**config.mk**
```make
export PLATFORM = sky130hd
export DESIGN_NAME = aes_scheduler
export DESIGN_NICKNAME = d
export VERILOG_FILES = /design/src/rtl/aes_ctrl_pkg.sv /design/src/rtl/rr_arbiter_2.sv /design/src/rtl/aes_scheduler.sv
export SDC_FILE = /design/constraint.sdc
export NUM_CORES = 1
export LEC_CHECK = 0
export CAP_MARGIN = 20
export CORE_AREA = 4 4 401 403
export CTS_CLUSTER_DIAMETER = 150
export DETAILED_ROUTE_END_ITERATION = 10
export DIE_AREA = 0 0 405 407
export PLACE_DENSITY = 0.3
export SETUP_SLACK_MARGIN = 0.05
export SYNTH_ARGS = -nofsm -noshare
export SYNTH_HDL_FRONTEND = slang
export SYNTH_SLANG_ARGS = --single-unit
```
**constraint.sdc**
```tcl
create_clock -name clk -period 13.4 [get_ports clk]
set_input_delay 1.34 -clock clk [delete_from_list [all_inputs] [get_ports clk]]
set_output_delay 1.34 -clock clk [all_outputs]
set_load 0.02 [all_outputs]
```
**src/rtl/aes_ctrl_pkg.sv**
```systemverilog
// Shared types and defaults for the AES job scheduler: FSM state encoding,
// default key/block width and WAIT timeout.
package aes_ctrl_pkg;

    localparam int KEY_W_DEF   = 128;
    localparam int TIMEOUT_DEF = 64;
    // Wide enough for the largest legal TIMEOUT (255).
    localparam int CNT_W       = 8;

    typedef enum logic [1:0] {
        ST_IDLE = 2'd0,
        ST_LOAD = 2'd1,
        ST_WAIT = 2'd2,
        ST_RESP = 2'd3
    } state_t;

    // Requester index to one-hot requester mask.
    function automatic logic [1:0] idx_to_mask(input logic idx);
        return idx ? 2'b10 : 2'b01;
    endfunction

endpackage

```
**src/rtl/rr_arbiter_2.sv**
```systemverilog
// Two-way round-robin arbiter: combinational one-hot grant, with a priority
// pointer that moves only when the grant is actually taken.
module rr_arbiter_2 (
    input  logic       clk,
    input  logic       rst,
    input  logic [1:0] req,
    input  logic       accept,
    output logic [1:0] grant
);

    // 0: requester 0 wins a tie, 1: requester 1 wins a tie.
    logic rr_ptr;

    always_comb begin
        grant = 2'b00;
        unique case (req)
            2'b01:   grant = 2'b01;
            2'b10:   grant = 2'b10;
            2'b11:   grant = rr_ptr ? 2'b10 : 2'b01;
            default: grant = 2'b00;
        endcase
    end

    always_ff @(posedge clk or posedge rst) begin
        if (rst) begin
            rr_ptr <= 1'b0;
        end else if (accept) begin
            rr_ptr <= grant[0];
        end
    end

endmodule

```
**src/rtl/aes_scheduler.sv**
```systemverilog
// Schedules jobs from two requesters onto a single AES encrypt core, with
// round-robin arbitration, a WAIT timeout and held responses under backpressure.
module aes_scheduler
    import aes_ctrl_pkg::*;
#(
    parameter int TIMEOUT = TIMEOUT_DEF,
    parameter int KEY_W   = KEY_W_DEF
) (
    input  logic               clk,
    input  logic               rst,
    input  logic [1:0]         req_valid,
    output logic [1:0]         req_ready,
    input  logic [2*KEY_W-1:0] req_pt,
    input  logic [2*KEY_W-1:0] req_key,
    output logic [1:0]         rsp_valid,
    input  logic [1:0]         rsp_ready,
    output logic [KEY_W-1:0]   rsp_ct,
    output logic               rsp_err,
    output logic               core_load,
    output logic [KEY_W-1:0]   core_pt,
    output logic [KEY_W-1:0]   core_key,
    input  logic [KEY_W-1:0]   core_ct,
    input  logic               core_valid
);

    localparam logic [CNT_W-1:0] LAST_CNT = CNT_W'(TIMEOUT - 1);

    state_t             state, state_nxt;
    logic [1:0]         grant;
    logic               accept;
    logic               gnt_idx;
    logic [KEY_W-1:0]   job_pt, job_key;
    logic [KEY_W-1:0]   sel_pt, sel_key;
    logic [CNT_W-1:0]   wait_cnt;
    logic               timeout_hit;
    logic               rsp_done;

    rr_arbiter_2 u_arb (
        .clk    (clk),
        .rst    (rst),
        .req    (req_valid),
        .accept (accept),
        .grant  (grant)
    );

    assign accept      = (state == ST_IDLE) && |(req_valid & grant);
    assign sel_pt      = grant[1] ? req_pt[2*KEY_W-1:KEY_W]  : req_pt[KEY_W-1:0];
    assign sel_key     = grant[1] ? req_key[2*KEY_W-1:KEY_W] : req_key[KEY_W-1:0];
    assign timeout_hit = (wait_cnt == LAST_CNT);
    assign rsp_done    = rsp_ready[gnt_idx];

    always_ff @(posedge clk or posedge rst) begin
        if (rst) begin
            state <= ST_IDLE;
        end else begin
            state <= state_nxt;
        end
    end

    always_comb begin
        state_nxt = state;
        unique case (state)
            ST_IDLE: if (accept) state_nxt = ST_LOAD;
            ST_LOAD: state_nxt = ST_WAIT;
            ST_WAIT: if (core_valid || timeout_hit) state_nxt = ST_RESP;
            ST_RESP: if (rsp_done) state_nxt = ST_IDLE;
            default: state_nxt = ST_IDLE;
        endcase
    end

    always_comb begin
        req_ready = 2'b00;
        rsp_valid = 2'b00;
        core_load = 1'b0;
        core_pt   = '0;
        core_key  = '0;
        if (state == ST_IDLE) begin
            req_ready = grant;
        end else begin
            core_pt  = job_pt;
            core_key = job_key;
        end
        if (state == ST_LOAD) core_load = 1'b1;
        if (state == ST_RESP) rsp_valid = idx_to_mask(gnt_idx);
    end

    // Job capture on accept; result capture (core or timeout) in WAIT.
    always_ff @(posedge clk or posedge rst) begin
        if (rst) begin
            gnt_idx  <= 1'b0;
            job_pt   <= '0;
            job_key  <= '0;
            wait_cnt <= '0;
            rsp_ct   <= '0;
            rsp_err  <= 1'b0;
        end else begin
            if (accept) begin
                gnt_idx <= grant[1];
                job_pt  <= sel_pt;
                job_key <= sel_key;
            end
            if (state == ST_WAIT) begin
                if (core_valid) begin
                    rsp_ct   <= core_ct;
                    rsp_err  <= 1'b0;
                    wait_cnt <= '0;
                end else if (timeout_hit) begin
                    rsp_ct   <= '0;
                    rsp_err  <= 1'b1;
                    wait_cnt <= '0;
                end else begin
                    wait_cnt <= wait_cnt + 1'b1;
                end
            end else begin
                wait_cnt <= '0;
            end
        end
    end

endmodule

```
# After elaboration in Yosys (flattened, before gate mapping)

Index checks and enable logic that the tools add are counted.

Input port bits: 647
Register bits after elaboration: 397
Word-level logic and storage cells: 51
Output and inout port bits: 390

Magnitude comparators: 1
Muxes and demuxes: 23
Equality and inequality tests: 10
Reductions and logical operators: 7
Add/sub/neg operators: 1
Bitwise gates (word level): 1

Operator list:

| operator            | count |
|---|---|
| $mux 128            | 6 |
| $mux 8              | 3 |
| $mux 2              | 7 |
| $add 8x1->8 const B | 1 |
| $eq 2x2->1 const B  | 4 |
| $eq 8x6->1 const B  | 1 |
| $pmux 2 s4          | 1 |
| $ne 2x2->1 const B  | 3 |
| $pmux 2 s3          | 1 |
| $mux 1              | 5 |
| $eq 2x1->1 const B  | 2 |
| $reduce_and 3->1    | 1 |
| $and 2x2->2         | 1 |
| $logic_not 2->1     | 1 |
| $lt 1x2->1 const B  | 1 |
| $reduce_and 2->1    | 1 |
| $reduce_bool 2->1   | 1 |
| $reduce_or 2->1     | 1 |
| $logic_and 1x1->1   | 1 |
| $logic_or 1x1->1    | 1 |

# Depth between registers and ports, before layout

Gate-level depths: netlist (run 1).

Word-level depth: 7
Depth in mapped cells: 10
Mapped depth without buffers: 6

# Hierarchy

Synthesis (run 1) repeated with hierarchy kept, for this count alone.

Cell total of the unflattened synthesis: 1753
Area total of the unflattened synthesis: 18815.5 µm²

By module, submodules not included:

| module        | cells an instance | times used | area each (µm²) |
|---|---|---|---|
| aes_scheduler | 1747              | 1          | 18749.2 |
| rr_arbiter_2  | 6                 | 1          | 66.3 |

# Worst setup path after synthesis (run 1)

Ideal clock, no wire load.

Kind: in2out
From: in req_valid[0]
To: out req_ready[0]
Cell stages on the path: 2
Required time: 12060 ps
Data arrival time: 1788 ps
Setup slack: 10272 ps
Cells stage by stage: nand2_1 -> a21oi_1

Cells in the longest elaborated chain, start to end: 3

Ends and longest elaborated chain:

| what                                     | RTL line            | text |
|---|---|---|
| start: declaration                       | aes_scheduler.sv:11 | `input logic [1:0] req_valid,` |
| $eq 2x2->1 or $eq 2x1->1 (tied branches) | rr_arbiter_2.sv:16  | `unique case (req)` |
| $pmux 2 s3 *                             | rr_arbiter_2.sv:16  |  |
| $mux 2 *                                 | aes_scheduler.sv:77 | `if (state == ST_IDLE) begin` |
| end: declaration                         | aes_scheduler.sv:12 | `output logic [1:0] req_ready,` |

Mark *: on every way between the ends. The rest lies on a longest branch, timed or not.

# Worst setup path after layout (run 1)

From: reg state[0]
To: out core_pt[58]

Cells in the longest elaborated chain, start to end: 2

Ends and longest elaborated chain:

| what                     | RTL line            | text |
|---|---|---|
| start: declaration       | aes_scheduler.sv:28 | `state_t state, state_nxt;` |
| start signal: assignment | aes_scheduler.sv:56 | `state <= state_nxt;` |
| $logic_not 2->1          | aes_scheduler.sv:77 |  |
| $mux 128                 | aes_scheduler.sv:77 |  |
| end: declaration         | aes_scheduler.sv:20 | `output logic [KEY_W-1:0] core_pt,` |

Every way passes these cells.

==> results.toml, run 1 <==
[power]
p_leak_uw = 0.0144
power_density_mw_per_mm2 = 236
vdd_drop_max_mv = 0.0976
fin_total_pwr_uw = 7850

[placement]
dp_hpwl_mm = 83.1
place_congestion = 0.797
dp.cells = 4735
port_buffers = 1036
place_area_sq_mm = 0.0311
preCtsSetupSlack_ns = 8.10

[clock_tree]
cts_hold_buf = 0
cts_setup_buffers = 0
clkTransAtPathRegs_ns = 0.06
cts_buffer_depth = 3
cts.sinks = 397
cts_root_buf = "clkbuf_16"
clk_latency_ns = 0.68
cts_tree = "done"
cts_htree_levels = 2
cts.repair.resized = 0
cts_buffers = 58

[final_layout]
mostFrequentLayoutCell = "clkdlybuf4s50_1"
syn_to_final_growth_pct = 78.4
final_area_sq_mm = 0.0333
layout_common_cells = "1036 x clkdlybuf4s50_1, 397 x dfrtp_1, 260 x nand2_1"
multi_input_area_sq_mm = 0.00792
drive_above_1_share_pct = 4.69
final_net_count = 3378
fin_cells = 4856
fillCellCount = 17200
regArea_sq_mm = 0.00993

[floorplanning]
die_y_microns = 407
boundaryPins = 1037
initial_core_util_pct = 11.9
die_w_microns = 405
core_sq_mm = 0.157
rows = 146
die_area_sq_mm = 0.165

[sta]
fmax_mhz = 180
setup_slack_ns = 7.86
grt_setup_unrepaired = "false"
worst_slew_pin_slew_ns = 1.21
finClkSkew_ns = 0.0720
setup_viol = 0
finalSetupTns_ns = 0
finalCriticalPeriod_ns = 5.54
report.final.slew_viol_count = 0
finalHoldViolCount = 0
slew_headroom_pct = 19.5
fin_crit_sh_pct = 41.4

[grt]
grt_pass1_wl_mm = 145
grtUsageTotal_pct = 12.3
grt.overflow.total = 0
antenna_found_initial = 35
grt_max_degree = 219
grt_pass1_vias = 18200

[setup_path]
worst-path-buf-inv = 4
r2r_slack_ns = 9.20
path_class = "reg2out"
crit_path_start_kind = "flip-flop"
cp-startpoint = "state[0]"
cp.arrival_ns = 4.20
cp_max_fo = 80
cp_cell_sequence = "inv_1, ha_4, buf_4, buf_4, nor2b_1, clkdlybuf4s50_1"
worst_ep_required_time_ns = 12.06
cpPeakStageDelay_ns = 0.75
reg2reg_from = "state[1]"
cpMaxStageDelayCell = "buf_4"
cpMostUsedCell = "buf_4"
critical-path-top-delay-family = "buffers and inverters"
critPathCaptureType = "output pin"

[synthesis]
yosysWarnings = 0
synth-seq-cells = 397
async_flop_share_pct = 100
ys.flop_type = "dfrtp_1"
yosysTopAreaCell = "dfrtp_1"
avgSynthCellArea_sq_um = 10.7
ys_types = 31
synth_top_area_share_pct = 53.2
synth_edf_count = 0
synth.top_cells.by_area = "dfrtp_1 53%, mux2i_1 14%, nor2b_1 8.6%, o21ai_1 6.4%, a22o_1 6.0%"
synthCells = 1749
seq_area_frac_synth_pct = 53.2
syn_nets = 2402
syn_area_sq_mm = 0.0187

[detailed_routing]
dr.pass1.iters = 4
drtAntennaViolNets = 0
routed_wl_mm = 107
avgRoutedWirePerCell_microns = 22.0
vias = 16900
drtIter0Drc = 643
vias_per_cell = 3.48
drcViolationCount = 0

[hold_path]
min-delay-start = "job_key[99]"
hold_path_class = "reg2reg"

[status]
status = "finished, final reports clean"

[run]
maxCapViolations = 0
-- layout make-up --
cell class | count | share of cell area, %
sequential | 397 | 29.8
tap | 2072 | 7.78
timing repair buffer | 1057 | 32.0
clock inverter | 26 | 1.40
multi-input combinational | 1204 | 23.8
clock buffer | 83 | 5.09
antenna | 10 | 0.0751
inverter | 7 | 0.101
-- cell usage after synthesis (2+ instances only) --
cell	n
dfrtp_1	397
xor2_1	4
a22o_1	128
a22oi_1	2
buf_4	21
ha_1	6
clkbuf_1	66
buf_6	25
o21ai_1	240
nor2_1	11
buf_2	29
mux2i_1	257
nor2b_1	257
nand2_1	260
o21ai_2	3
o21ai_0	18
a21oi_1	3
inv_1	6
nand3_1	3
and2_1	2
-- logic make-up after synthesis --
logic type / after synthesis / share of synthesized area, %
and+or+nand+nor: 538 / 14.4
AOI/OAI and AO/OA: 397 / 13.3
DFF: 397 / 53.2
muxes: 258 / 13.8
buffers and inverters: 148 / 4.60
adders and majority gates: 6 / 0.402
xor gates and xnor gates: 5 / 0.234
-- power by group --
part	internal (uW)	switching, uW
Clock	1070	655
Sequential	1760	328
Combinational	1800	2230
-- tightest hold or removal path, stage by stage, from the launching register on --
cell and delay [ns]:
dfrtp_1 0.33, nand2_1 0.05, o21ai_1 0.06
-- state kept, by name, indices dropped and copies added, names as in the netlist --
| signal | flops |
|---|---|
| rsp_err | 1 |
| job_pt | 128 |
| gnt_idx | 1 |
| state | 2 |
| rsp_ct | 128 |
| wait_cnt | 8 |
| u_arb.rr_ptr | 1 |
| job_key | 128 |
-- metal layers --
metal | wire (microns) | global-route usage, %
met3 | 8010 | 3.98
met2 | 57100 | 23.2
met5 | 151 | 0
met1 | 39300 | 13.2
met4 | 2220 | 2.89
-- final timing paths --
kind                                end  depth (start not counted)
setup / recovery            core_pt[58]                          6
hold / removal              job_key[99]                          2
setup reg to reg             job_pt[19]                          8
hold reg to reg             job_key[99]                          2
max in group asynchronous  job_key[124]                          4
min in group asynchronous   rsp_ct[111]                          2
-- through the flow --
stage,util [%],hold WS (ns)
6_report,21.2,0.474
5_1_grt,21.1,0.493
3_5_place_dp,19.7,0.467
2_1_floorplan,-,0.442
3_3_place_gp,19.7,0.456
4_1_cts,21.1,0.481
Note: power is estimated with default switching activity, not from simulation.
==> run 2: changes to the inputs <==
==> constraint.sdc (replaced) <==
create_clock -name clk -period 5.5 [get_ports clk]
set_input_delay 0.55 -clock clk [delete_from_list [all_inputs] [get_ports clk]]
set_output_delay 0.55 -clock clk [all_outputs]
set_load 0.02 [all_outputs]
==> results.toml, run 2 (same netlist as run 1, synthesis figures left out) <==
[power]
clkPwrFrac_pct = 20.3
combPwrFrac_pct = 53.1
power_switching_uw = 7900
vdd_drop_max_mv = 0.239
power_density_mw_per_mm2 = 567
pwr-share-seq_pct = 26.6
swShare_pct = 41.8
p_leak_uw = 0.0144
p_int_uw = 11000

[detailed_routing]
drcViolationCount = 0
drtAntennaViolNets = 0
avgRoutedWirePerCell_microns = 22.6
vias_per_cell = 3.48
dr.pass1.iters = 4
routed_wl_mm = 110
drtIter0Drc = 577
vias = 17000

[grt]
grt_max_degree = 181
grt.overflow.total = 0
grt_pass1_vias = 18600
grtUsageTotal_pct = 12.7
antenna_found_initial = 28
grt_pass1_wl_mm = 149

[clock_tree]
cts.repair.resized = 0
cts.sinks = 397
clkTransAtPathRegs_ns = 0.06
cts_tree = "done"
cts_buffers = 57
clk_latency_ns = 0.68
cts_root_buf = "clkbuf_16"
cts_hold_buf = 0
cts_htree_levels = 2
cts_setup_buffers = 0
cts_buffer_depth = 3

[sta]
setup_slack_ns = 1.70
setup_viol = 0
finalSetupTns_ns = 0
slew_headroom_pct = 45.7
finClkSkew_ns = 0.0642
worst_slew_pin_slew_ns = 0.814
fmax_mhz = 263
finalCriticalPeriod_ns = 3.80
finalHoldViolCount = 0
report.final.slew_viol_count = 0
grt_setup_unrepaired = "false"
fin_crit_sh_pct = 69.1

[setup_path]
r2r_slack_ns = 2.81
critical-path-top-delay-family = "buffers and inverters"
rr_worst_depth = 8
worst-path-buf-inv = 3
crit_path_start_kind = "flip-flop"
worst_ep_required_time_ns = 4.95
cp_cell_sequence = "inv_1, ha_4, buf_12, nor2b_1, clkdlybuf4s50_1"
critPathCaptureType = "output pin"
reg2reg_from = "state[0]"
cpPeakStageDelay_ns = 0.59
timing.rr.end = "job_key[27]"
cpMaxStageDelayCell = "ha_4"
cp_max_fo = 110
path_class = "reg2out"
cp.arrival_ns = 3.25

[hold_path]
hold_path_class = "in2async"

[floorplanning]
boundaryPins = 1037
die_y_microns = 407
die_area_sq_mm = 0.165
core_sq_mm = 0.157
die_w_microns = 405
rows = 146
initial_core_util_pct = 11.9

[final_layout]
regArea_sq_mm = 0.00993
fillCellCount = 17200
syn_to_final_growth_pct = 78.6
final_net_count = 3403
drive_above_1_share_pct = 5.22
multi_input_area_sq_mm = 0.00792
mostFrequentLayoutCell = "clkdlybuf4s50_1"
reg_top3 = "job_key: 128 flops, job_pt: 128 flops, rsp_ct: 128 flops"
layout_common_cells = "1036 x clkdlybuf4s50_1, 397 x dfrtp_1, 260 x nand2_1"

[placement]
place_congestion = 0.836
port_buffers = 1036
dp_hpwl_mm = 87.8
preCtsSetupSlack_ns = 2.21

[status]
status = "finished, final reports clean"

[run]
maxCapViolations = 0
run 2: cell types whose count changed in the layout (fill, tap and decap cells not counted), moves of 2 or more:
cell / change
buf_4: +20
clkbuf_1: +5
clkinv_4: +2
buf_12: +7
clkbuf_8: -4
clkinvlp_4: +3
clkinv_2: -3
bufinv_16: -6
run 2: worst reg2reg max path, cell delays in order (launching register included):
cell     delay, ns
dfrtp_1       0.40
inv_1         0.16
ha_4          0.59
buf_4         0.35
o21ai_4       0.19
buf_12        0.23
buf_4         0.36
nand2_1       0.14
o21ai_1       0.07
run 2: through the flow:
stage | cell area, sq um | hold WS [ns] | total power, uW | utilization, % | std cells
detailed placement | 31400 | 0.464 | 15400 | 19.9 | 4762
CTS | 33300 | 0.343 | 19500 | 21.1 | 4866
global placement | 31300 | 0.459 | 15400 | 19.9 | 4761
finish | 33400 | 0.384 | 18900 | 21.2 | 4876
global route | 33300 | 0.406 | 20200 | 21.2 | 4871
floorplan | 18700 | 0.442 | 10100 | - | 1749
run 2: worst max path at each step:
| stage | startpoint | to | slack [ns] | cells after the start |
|---|---|---|---|---|
| after CTS | state[0] | core_key[85] | 1.50 | 5 |
| after floorplan | rst | gnt_idx | -0.39 | 1 |
| after detailed placement | req_valid[0] | job_key[87] | 2.21 | 7 |
| final | state[0] | core_key[85] | 1.70 | 5 |
| after global routing | state[0] | core_key[85] | 1.46 | 5 |
| after global placement | req_valid[0] | job_key[91] | 2.25 | 7 |
run 2: layer usage:
metal	share of wire, %	wire length, microns	track usage (%)	vias up
li1	-	-	-	8018
met1	35	39000	13.1	8232
met2	54	60000	24.5	568
met3	8.0	8810	4.19	133
met4	2.2	2390	3.17	18
met5	0.11	121	0	-
run 2: layout make-up:
type / instances / share of cell area (%)
well taps: 2072 / 7.77
flip-flops and latches: 397 / 29.8
clock buffers: 83 / 4.90
repair buffers: 1083 / 32.7
multi-input cells: 1204 / 23.8
inverters: 7 / 0.0900
diodes: 9 / 0.0675
clock inverters: 21 / 0.908
run 2: power by group through the flow:
stage	registers, uW	clock network (uW)	logic [uW]
after floorplan	5380	0	4720
after global placement	5060	0	10300
after detailed placement	5080	0	10300
after CTS	5050	4070	10300
after global routing	5220	4160	10800
final	5030	3840	10000
